## src/rtl/reset_sequencer.sv

```systemverilog
// Reset sequencer: merges lock-loss, debounced button and software requests,
// holds every output for a minimum time, then releases the outputs one stage at a time.
module reset_sequencer #(
    parameter int NUM_STAGES      = 4,
    parameter int HOLD_CYCLES     = 256,
    parameter int STAGE_GAP       = 16,
    parameter int SYNC_STAGES     = 2,
    parameter int DEBOUNCE_CYCLES = 1024
) (
    input  logic                  clock,
    input  logic                  reset,
    input  logic                  locked,
    input  logic                  btn_reset,
    input  logic                  sw_reset,
    output logic [NUM_STAGES-1:0] rst_out,
    output logic                  all_released,
    output logic [2:0]            cause
);

    localparam int HOLD_W = (HOLD_CYCLES > 1)     ? $clog2(HOLD_CYCLES)     : 1;
    localparam int GAP_W  = (STAGE_GAP > 1)       ? $clog2(STAGE_GAP)       : 1;
    localparam int DB_W   = (DEBOUNCE_CYCLES > 1) ? $clog2(DEBOUNCE_CYCLES) : 1;
    localparam int IDX_W  = (NUM_STAGES > 1)      ? $clog2(NUM_STAGES)      : 1;

    localparam logic [HOLD_W-1:0] HOLD_LAST = HOLD_W'(HOLD_CYCLES - 1);
    localparam logic [GAP_W-1:0]  GAP_LAST  = GAP_W'(STAGE_GAP - 1);
    localparam logic [DB_W-1:0]   DB_LAST   = DB_W'(DEBOUNCE_CYCLES - 1);
    localparam logic [IDX_W-1:0]  IDX_LAST  = IDX_W'(NUM_STAGES - 1);

    typedef enum logic [1:0] {
        ASSERT  = 2'd0,
        HOLD    = 2'd1,
        RELEASE = 2'd2,
        RUN     = 2'd3
    } state_t;

    logic [SYNC_STAGES-1:0] locked_sync;
    logic [SYNC_STAGES-1:0] btn_sync;
    logic                   locked_s;
    logic                   btn_s;
    logic [DB_W-1:0]        db_cnt;
    logic                   btn_db;
    logic [2:0]             trig;
    logic                   trig_active;

    state_t                 state, state_nxt;
    logic [NUM_STAGES-1:0]  rst_nxt;
    logic                   all_nxt;
    logic [2:0]             cause_nxt;
    logic [HOLD_W-1:0]      hold_cnt, hold_nxt;
    logic [GAP_W-1:0]       gap_cnt, gap_nxt;
    logic [IDX_W-1:0]       idx, idx_nxt;

    // Input synchronisers and button debounce
    always_ff @(posedge clock) begin
        if (reset) begin
            locked_sync <= '0;
            btn_sync    <= '0;
            db_cnt      <= '0;
            btn_db      <= 1'b0;
        end else begin
            locked_sync <= {locked_sync[SYNC_STAGES-2:0], locked};
            btn_sync    <= {btn_sync[SYNC_STAGES-2:0], btn_reset};
            if (btn_s == btn_db) begin
                db_cnt <= '0;
            end else if (db_cnt == DB_LAST) begin
                btn_db <= btn_s;
                db_cnt <= '0;
            end else begin
                db_cnt <= db_cnt + DB_W'(1);
            end
        end
    end

    assign locked_s    = locked_sync[SYNC_STAGES-1];
    assign btn_s       = btn_sync[SYNC_STAGES-1];
    assign trig        = {sw_reset, btn_db, ~locked_s};
    assign trig_active = |trig;

    // Sequencer state and registered outputs
    always_ff @(posedge clock) begin
        if (reset) begin
            state        <= ASSERT;
            rst_out      <= '1;
            all_released <= 1'b0;
            cause        <= 3'b000;
            hold_cnt     <= '0;
            gap_cnt      <= '0;
            idx          <= '0;
        end else begin
            state        <= state_nxt;
            rst_out      <= rst_nxt;
            all_released <= all_nxt;
            cause        <= cause_nxt;
            hold_cnt     <= hold_nxt;
            gap_cnt      <= gap_nxt;
            idx          <= idx_nxt;
        end
    end

    // Trigger overrides everything; counters stop at their terminal values
    always_comb begin
        state_nxt = state;
        rst_nxt   = rst_out;
        all_nxt   = all_released;
        cause_nxt = cause;
        hold_nxt  = hold_cnt;
        gap_nxt   = gap_cnt;
        idx_nxt   = idx;
        if (trig_active) begin
            state_nxt = ASSERT;
            rst_nxt   = '1;
            all_nxt   = 1'b0;
            cause_nxt = (state == ASSERT) ? (cause | trig) : trig;
        end else begin
            case (state)
                ASSERT: begin
                    state_nxt = HOLD;
                    hold_nxt  = '0;
                end
                HOLD: begin
                    if (hold_cnt == HOLD_LAST) begin
                        rst_nxt[0] = 1'b0;
                        gap_nxt    = '0;
                        idx_nxt    = IDX_W'(1);
                        if (NUM_STAGES == 1) begin
                            state_nxt = RUN;
                            all_nxt   = 1'b1;
                        end else begin
                            state_nxt = RELEASE;
                        end
                    end else begin
                        hold_nxt = hold_cnt + HOLD_W'(1);
                    end
                end
                RELEASE: begin
                    if (gap_cnt == GAP_LAST) begin
                        rst_nxt[idx] = 1'b0;
                        gap_nxt      = '0;
                        if (idx == IDX_LAST) begin
                            state_nxt = RUN;
                            all_nxt   = 1'b1;
                        end else begin
                            idx_nxt = idx + IDX_W'(1);
                        end
                    end else begin
                        gap_nxt = gap_cnt + GAP_W'(1);
                    end
                end
                RUN: begin
                    state_nxt = RUN;
                end
                default: begin
                    state_nxt = ASSERT;
                end
            endcase
        end
    end

endmodule

```

## config.mk

```make
export PLATFORM = sky130hd
export DESIGN_NAME = reset_sequencer
export DESIGN_NICKNAME = d
export VERILOG_FILES = /design/src/rtl/reset_sequencer.sv
export SDC_FILE = /design/constraint.sdc
export NUM_CORES = 1
export LEC_CHECK = 0
export ABC_CLOCK_PERIOD_IN_PS = 4000
export BUFFER_PORTS_ARGS = -buffer_cell sky130_fd_sc_hd__buf_2
export CAP_MARGIN = 20
export CORE_MARGIN = 4
export CORE_UTILIZATION = 63
export DETAILED_ROUTE_END_ITERATION = 8
export PLACE_DENSITY = 0.8
export SETUP_SLACK_MARGIN = 0.2
export SLEW_MARGIN = 10
export SYNTH_ARGS = -nofsm -noshare
export SYNTH_HDL_FRONTEND = slang
export SYNTH_SLANG_ARGS = --single-unit
```

## constraint.sdc

```tcl
create_clock -name clock -period 4 [get_ports clock]
set_input_delay 0.2 -clock clock [delete_from_list [all_inputs] [get_ports clock]]
set_output_delay 0.2 -clock clock [all_outputs]
set_load 0.1 [all_outputs]
```

* After elaboration in Yosys (flattened, before gate mapping)
Index checks and enable logic that the tools add are counted.
** Operators by class
- Add/sub/neg operators :: 4
- $mul :: 0
- Div/mod/pow operators :: 0
- $lt $le $gt $ge :: 2
- Eq/ne operators :: 13
- Shift-type cells :: 0
- Muxes and demuxes :: 19
- Bitwise logic cells :: 6
- Reduce and logical (&&, ||, !) cells :: 15
** Operators by type and width (number)
- $pmux 8 s2 :: 1
- $reduce_and 3->1 :: 5
- $mux 2 :: 6
- $add 10x1->10 const B :: 1
- $eq 10x10->1 const B :: 1
- $ne 2x2->1 const B :: 5
- $add 8x1->8 const B :: 1
- $eq 8x8->1 const B :: 1
- $mux 4 :: 2
- $mux 8 :: 1
- $pmux 2 s4 :: 1
- $pmux 4 s2 :: 1
- $eq 2x2->1 const B :: 3
- $reduce_or 3->1 :: 2
- $reduce_and 5->1 :: 1
- $add 4x1->4 const B :: 1
- $and 4x4->4 :: 1
- $eq 4x4->1 const B :: 1
- $not 4->4 :: 1
- $pmux 2 s2 :: 1
- $reduce_and 2->1 :: 2
- $reduce_bool 2->1 :: 2
- $reduce_or 4->1 :: 1
- $lt 2x3->1 const B :: 1
- 12 further kinds :: 16
** Word-level totals
- Register bits :: 39
- Bits in latches :: 0
- Memory bits (writable) :: 0
- ROM bits :: 0
- Output and inout port bits :: 8
- Memories kept :: 0

* Depth between registers and ports, before layout
- Word-level depth :: 8
- Mapped depth :: 8

* Worst setup path after synthesis
Ideal clock, no wire load.
- Path type :: register -> register
- Start :: register state[0]
- End :: register idx[1]
- Arrival time :: 1.631 ns
- Slack :: 2.298 ns
- Stages on the path, launching flop included :: 9
- Path buffers :: 2
- Cells stage by stage :: dfxtp_1 inv_1 ha_1 buf_4 and4_1 buf_4 a21oi_1 or4_1 a21oi_1
** Between the ends
- Cells in the longest elaborated chain, start to end :: 3
- Elaborated cells on any way between the ends :: 8
- Classes of those cells :: eq/ne: 5; mux: 1; reduce/logical: 2
** RTL lines
- start, declared :: line 46 : state_t state, state_nxt;
- start signal, assigned :: line 91 : state <= state_nxt;
- $eq 2x2->1 / $eq 2x1->1 (equally long branches) :: line 116 : case (state)
- $ne 2x2->1 (no source line) / $reduce_bool 2->1 (equally long branches)
- $reduce_and 5->1 (no source line)
- end signal, assigned :: line 97 : idx <= idx_nxt;
- end, declared :: line 52 : logic [IDX_W-1:0] idx, idx_nxt;
Several ways; a longest one is shown, not always the timed one.
A chain may end at the register's enable or synchronous reset.

* Worst setup path in the final report
- Start :: register state[1]
- End :: register hold_cnt[7]
** Between the ends
- Cells in the longest elaborated chain, start to end :: 3
- Elaborated cells on any way between the ends :: 6
- Classes of those cells :: eq/ne: 2; mux: 1; reduce/logical: 3
** RTL lines
- $eq 2x1->1 / $logic_not 2->1 (equally long branches) :: line 116
- $ne 2x2->1 (no source line) / $reduce_bool 2->1 (equally long branches)
- $reduce_and 3->1 (no source line)
- end signal, assigned :: line 95 : hold_cnt <= hold_nxt;
- end, declared :: line 50 : logic [HOLD_W-1:0] hold_cnt, hold_nxt;
Several ways; a longest one is shown, not always the timed one.

==> summary.md <==
| Metric | Value |
|---|---|
| Synth Instances | 213 |
| HP Class | input pin to register |
| Fraction of layout cells with a size suffix above 1 | approximately 11% |
| Hold-critical path depth | 2 |
| Power, Total | 0.628 mW |
| Nets | 239 |
| Cell leakage power | approximately 0.72 nW |
| Worst relative slew slack | 65.1% |
| Worst hold slack | 67.4 ps |
| Hold-fix buffer count after cts | 0 |
| CP max FO | 14 |
| Largest net degree at the start of global routing | 24 |
| Peak Freq | 0.493 GHz |
| Global Route Usage Sum | a little over a fifth |
| Core Util, Final | 70.6% |
| Root Driver | clkbuf_4 |
| Setup TNS | 0 ps |
| Worst vdd ir | about 0.26 mV |
| # DRC | 0 |
| Area growth syn-to-layout | 5.33% |
| Multi-input gate area | 1000 µm² |
| DR vias | 1,565 |
| RR Endpoint | hold_cnt[7]$_SDFFE_PP0P_ |
| CP bufs+invs | 1 |
| Ant diodes | 0 |
| Critical Path Slowest Stage Cell | ha_1 |
| Number of port buffers | 12 |
| Post-cts resize count | 0 |
| Placed standard-cell area | just under 2000 µm² |
| Max-cap check violation count | 0 |
| Setup slack, reg-to-reg | around 2000 ps |
| Avg Cell Area, Syn | 8.82 µm² |
| Max-slew violation count | 0 |
| Chip height | 62.6 µm |
| Final Hold Fails | 0 |
| Register area share after synthesis | 41.5% |
| Final WL | between 3000 and 4000 µm |
| Final setup vio count | 0 |
| Tmin final | 2030 ps |
| RSZ-0062 raised after global routing | false |
| Length of the first detailed-routing pass in iterations | 4 |
| CTS clk-pin slew, worst paths | around 120 ps |
| Worst-Margin Slew | 521 ps |
| Worst-path cell chain | inv_1 -> ha_1 -> nand4bb_1 -> a21oi_1 -> a41oi_1 -> a311oi_1 |
| Grt met2 use | 34.9% |
| Initial antenna violation count | 0 |
| Gr busiest metal | met2 |
| TritonCTS clock tree | built |
| Vias per cell | 6.14 |
| Vias in the first global route | roughly 1,600 |
| Leading cell type in the layout, fill and taps excluded | dfxtp_1 |
| Initial Util | 67.0% |
| Critical Path RT | 4260 ps |
| Hold_sp | locked |
| WS Path Type | register to register |
| Net Count, Synth | 229 |
| Routed Antenna Nets | 0 |
| Async S/R FF share, synth | 0% |
| First-pass GRT wire length | 6730 µm |
| Status | complete, no violations |
| GR met1 Demand/Resource | between 20 and 30% |
| Met3 Track Usage GR | about 6.3% |
| Period utilization | 50.7% |
| Ys flop type | dfxtp_1 |
| # clock sinks | 39 |
| Core box area | 2810 µm² |
| CP arrival | 2290 ps |
| Crit. End Element | register |
| # rows | 19 |
| Distinct cells, synth | 41 |
| Startpoint Class | register |
| Filler cell count | 231 |
| Worst r2r src | state[1]$_SDFFE_PP0P_ |
| Dpl hpwl | 2750 µm |
| Slowest stage delay, CP | 450 ps |
| Grt ovf | 0 |
| Die X | 62.6 µm |
| Seq cells post-synth | 39 |
| Die area | slightly below 4000 µm² |
| Routed len/inst | 14.7 µm |
| Finished Cell Area | 1980 µm² |
| Number of flops mapped to enable cells by yosys | 0 |
| Register Area | a little under 800 µm² |
| Post-synthesis cell area | around 1900 µm² |
| Setup Fix Bufs, Post-CTS | 0 |
| Gpl congestion | 0.842 |
| Hold endpoint | locked_sync[0]$_SDFF_PP0_ |
| Initial DRC count | 107 |
| Delay-heaviest family, CP | compound AO/OA/AOI/OAI gates |
| H-tree levels | 2 |
| Max Root-Sink Buffers | 2 |
| Pwr/cell area | 317 nW/µm² |
| Reg2reg path depth | 6 |
| TritonCTS buffer count | 5 |
| Most frequent cells in the layout | 39 x dfxtp_1, 21 x a21oi_1, 17 x nand2_1 |
| Final Skew | around 6 ps |
| Setup crit start | state[1]$_SDFFE_PP0P_ |
| Yosys warns | 0 |
| Later-pin clock latency in the skew report | roughly 350 ps |
| Io pins | 13 |
## flip-flops by register name, summed over array words and instances (netlist names)
signal        cells
db_cnt           10
hold_cnt          8
gap_cnt           4
rst_out           4
cause             3
btn_sync          2
idx               2
locked_sync       2
state             2
all_released      1
btn_db            1
## cell families (layout without fill, tap and decap cells)
family          Yosys count  after routing  share of synthesized area (%)
flops                    39             39                           41.5
buf+inv                  20             31                           4.99
xor+xnor                  8              8                           3.73
compound gates           55             55                           18.2
mux                       2              2                           1.07
fa+ha+maj                11             11                           7.32
simple gates             78             78                           23.2
## layout make-up
class / instances / area share (%)
inverters: 11 / 2.09
repair buffers: 12 / 3.03
multi-input cells: 154 / 50.8
flip-flops and latches: 39 / 39.4
well taps: 31 / 1.96
clock inverters: 2 / 0.632
clock buffers: 6 / 2.09
## metrics by stage
step / std cells / setup slack, ps
finish: 255 / 1970
floorplan: 213 / 2300
CTS: 255 / 1980
global placement: 247 / 2150
detailed placement: 247 / 1990
global route: 255 / 1780
## power by group
part	total, mW	internal [mW]	switching, mW	leakage (nW)
Combinational	0.0305	0.00746	0.0231	0.378
Sequential	0.394	0.392	0.00215	0.316
Clock	0.203	0.0679	0.135	0.0282
Total	0.628	0.467	0.160	0.722
## worst max path at each step
| stage | end | slack (ps) | depth (start not counted) |
|---|---|---|---|
| final | hold_cnt[7]$_SDFFE_PP0P_ | 1970 | 6 |
| after global routing | hold_cnt[7]$_SDFFE_PP0P_ | 1780 | 6 |
| after CTS | hold_cnt[7]$_SDFFE_PP0P_ | 1980 | 6 |
| after detailed placement | hold_cnt[3]$_SDFFE_PP0P_ | 1990 | 6 |
| after global placement | idx[1]$_SDFFE_PP0P_ | 2150 | 6 |
| after floorplan | idx[1]$_SDFFE_PP0P_ | 2300 | 8 |
## synthesized netlist by cell type (2+ instances only)
cell        n  area [µm²]
o2111ai_1   2        17.5
clkbuf_1    3        11.3
nand2_1    17        63.8
nor2_1     13        48.8
or3_1       4        25.0
and3_1      4        25.0
a311oi_1    4        35.0
and4_1      2        17.5
o21ai_0    11        55.1
o31ai_1     2        15.0
inv_1      11        41.3
ha_1       11         138
nand3_1     9        45.0
a211oi_1    3        22.5
buf_4       2        15.0
nand3b_1    2        15.0
mux2i_1     2        20.0
and2_1      3        18.8
xor2_1      6        52.6
a21oi_1    21         105
nand4_1     7        43.8
xnor2_1     2        17.5
or2_2       2        12.5
or4_1       2        15.0
a21o_1      4        30.0
a41oi_1     2        17.5
buf_2       3        15.0
nor2b_1     8        50.1
dfxtp_1    39         781
## metal layers
metal,vias to the layer above,routed length [µm]
met2,40,1850
met1,738,1680
li1,784,-
met4,0,22
met3,3,202
met5,-,0
Note: power is estimated with default switching activity, not from simulation.
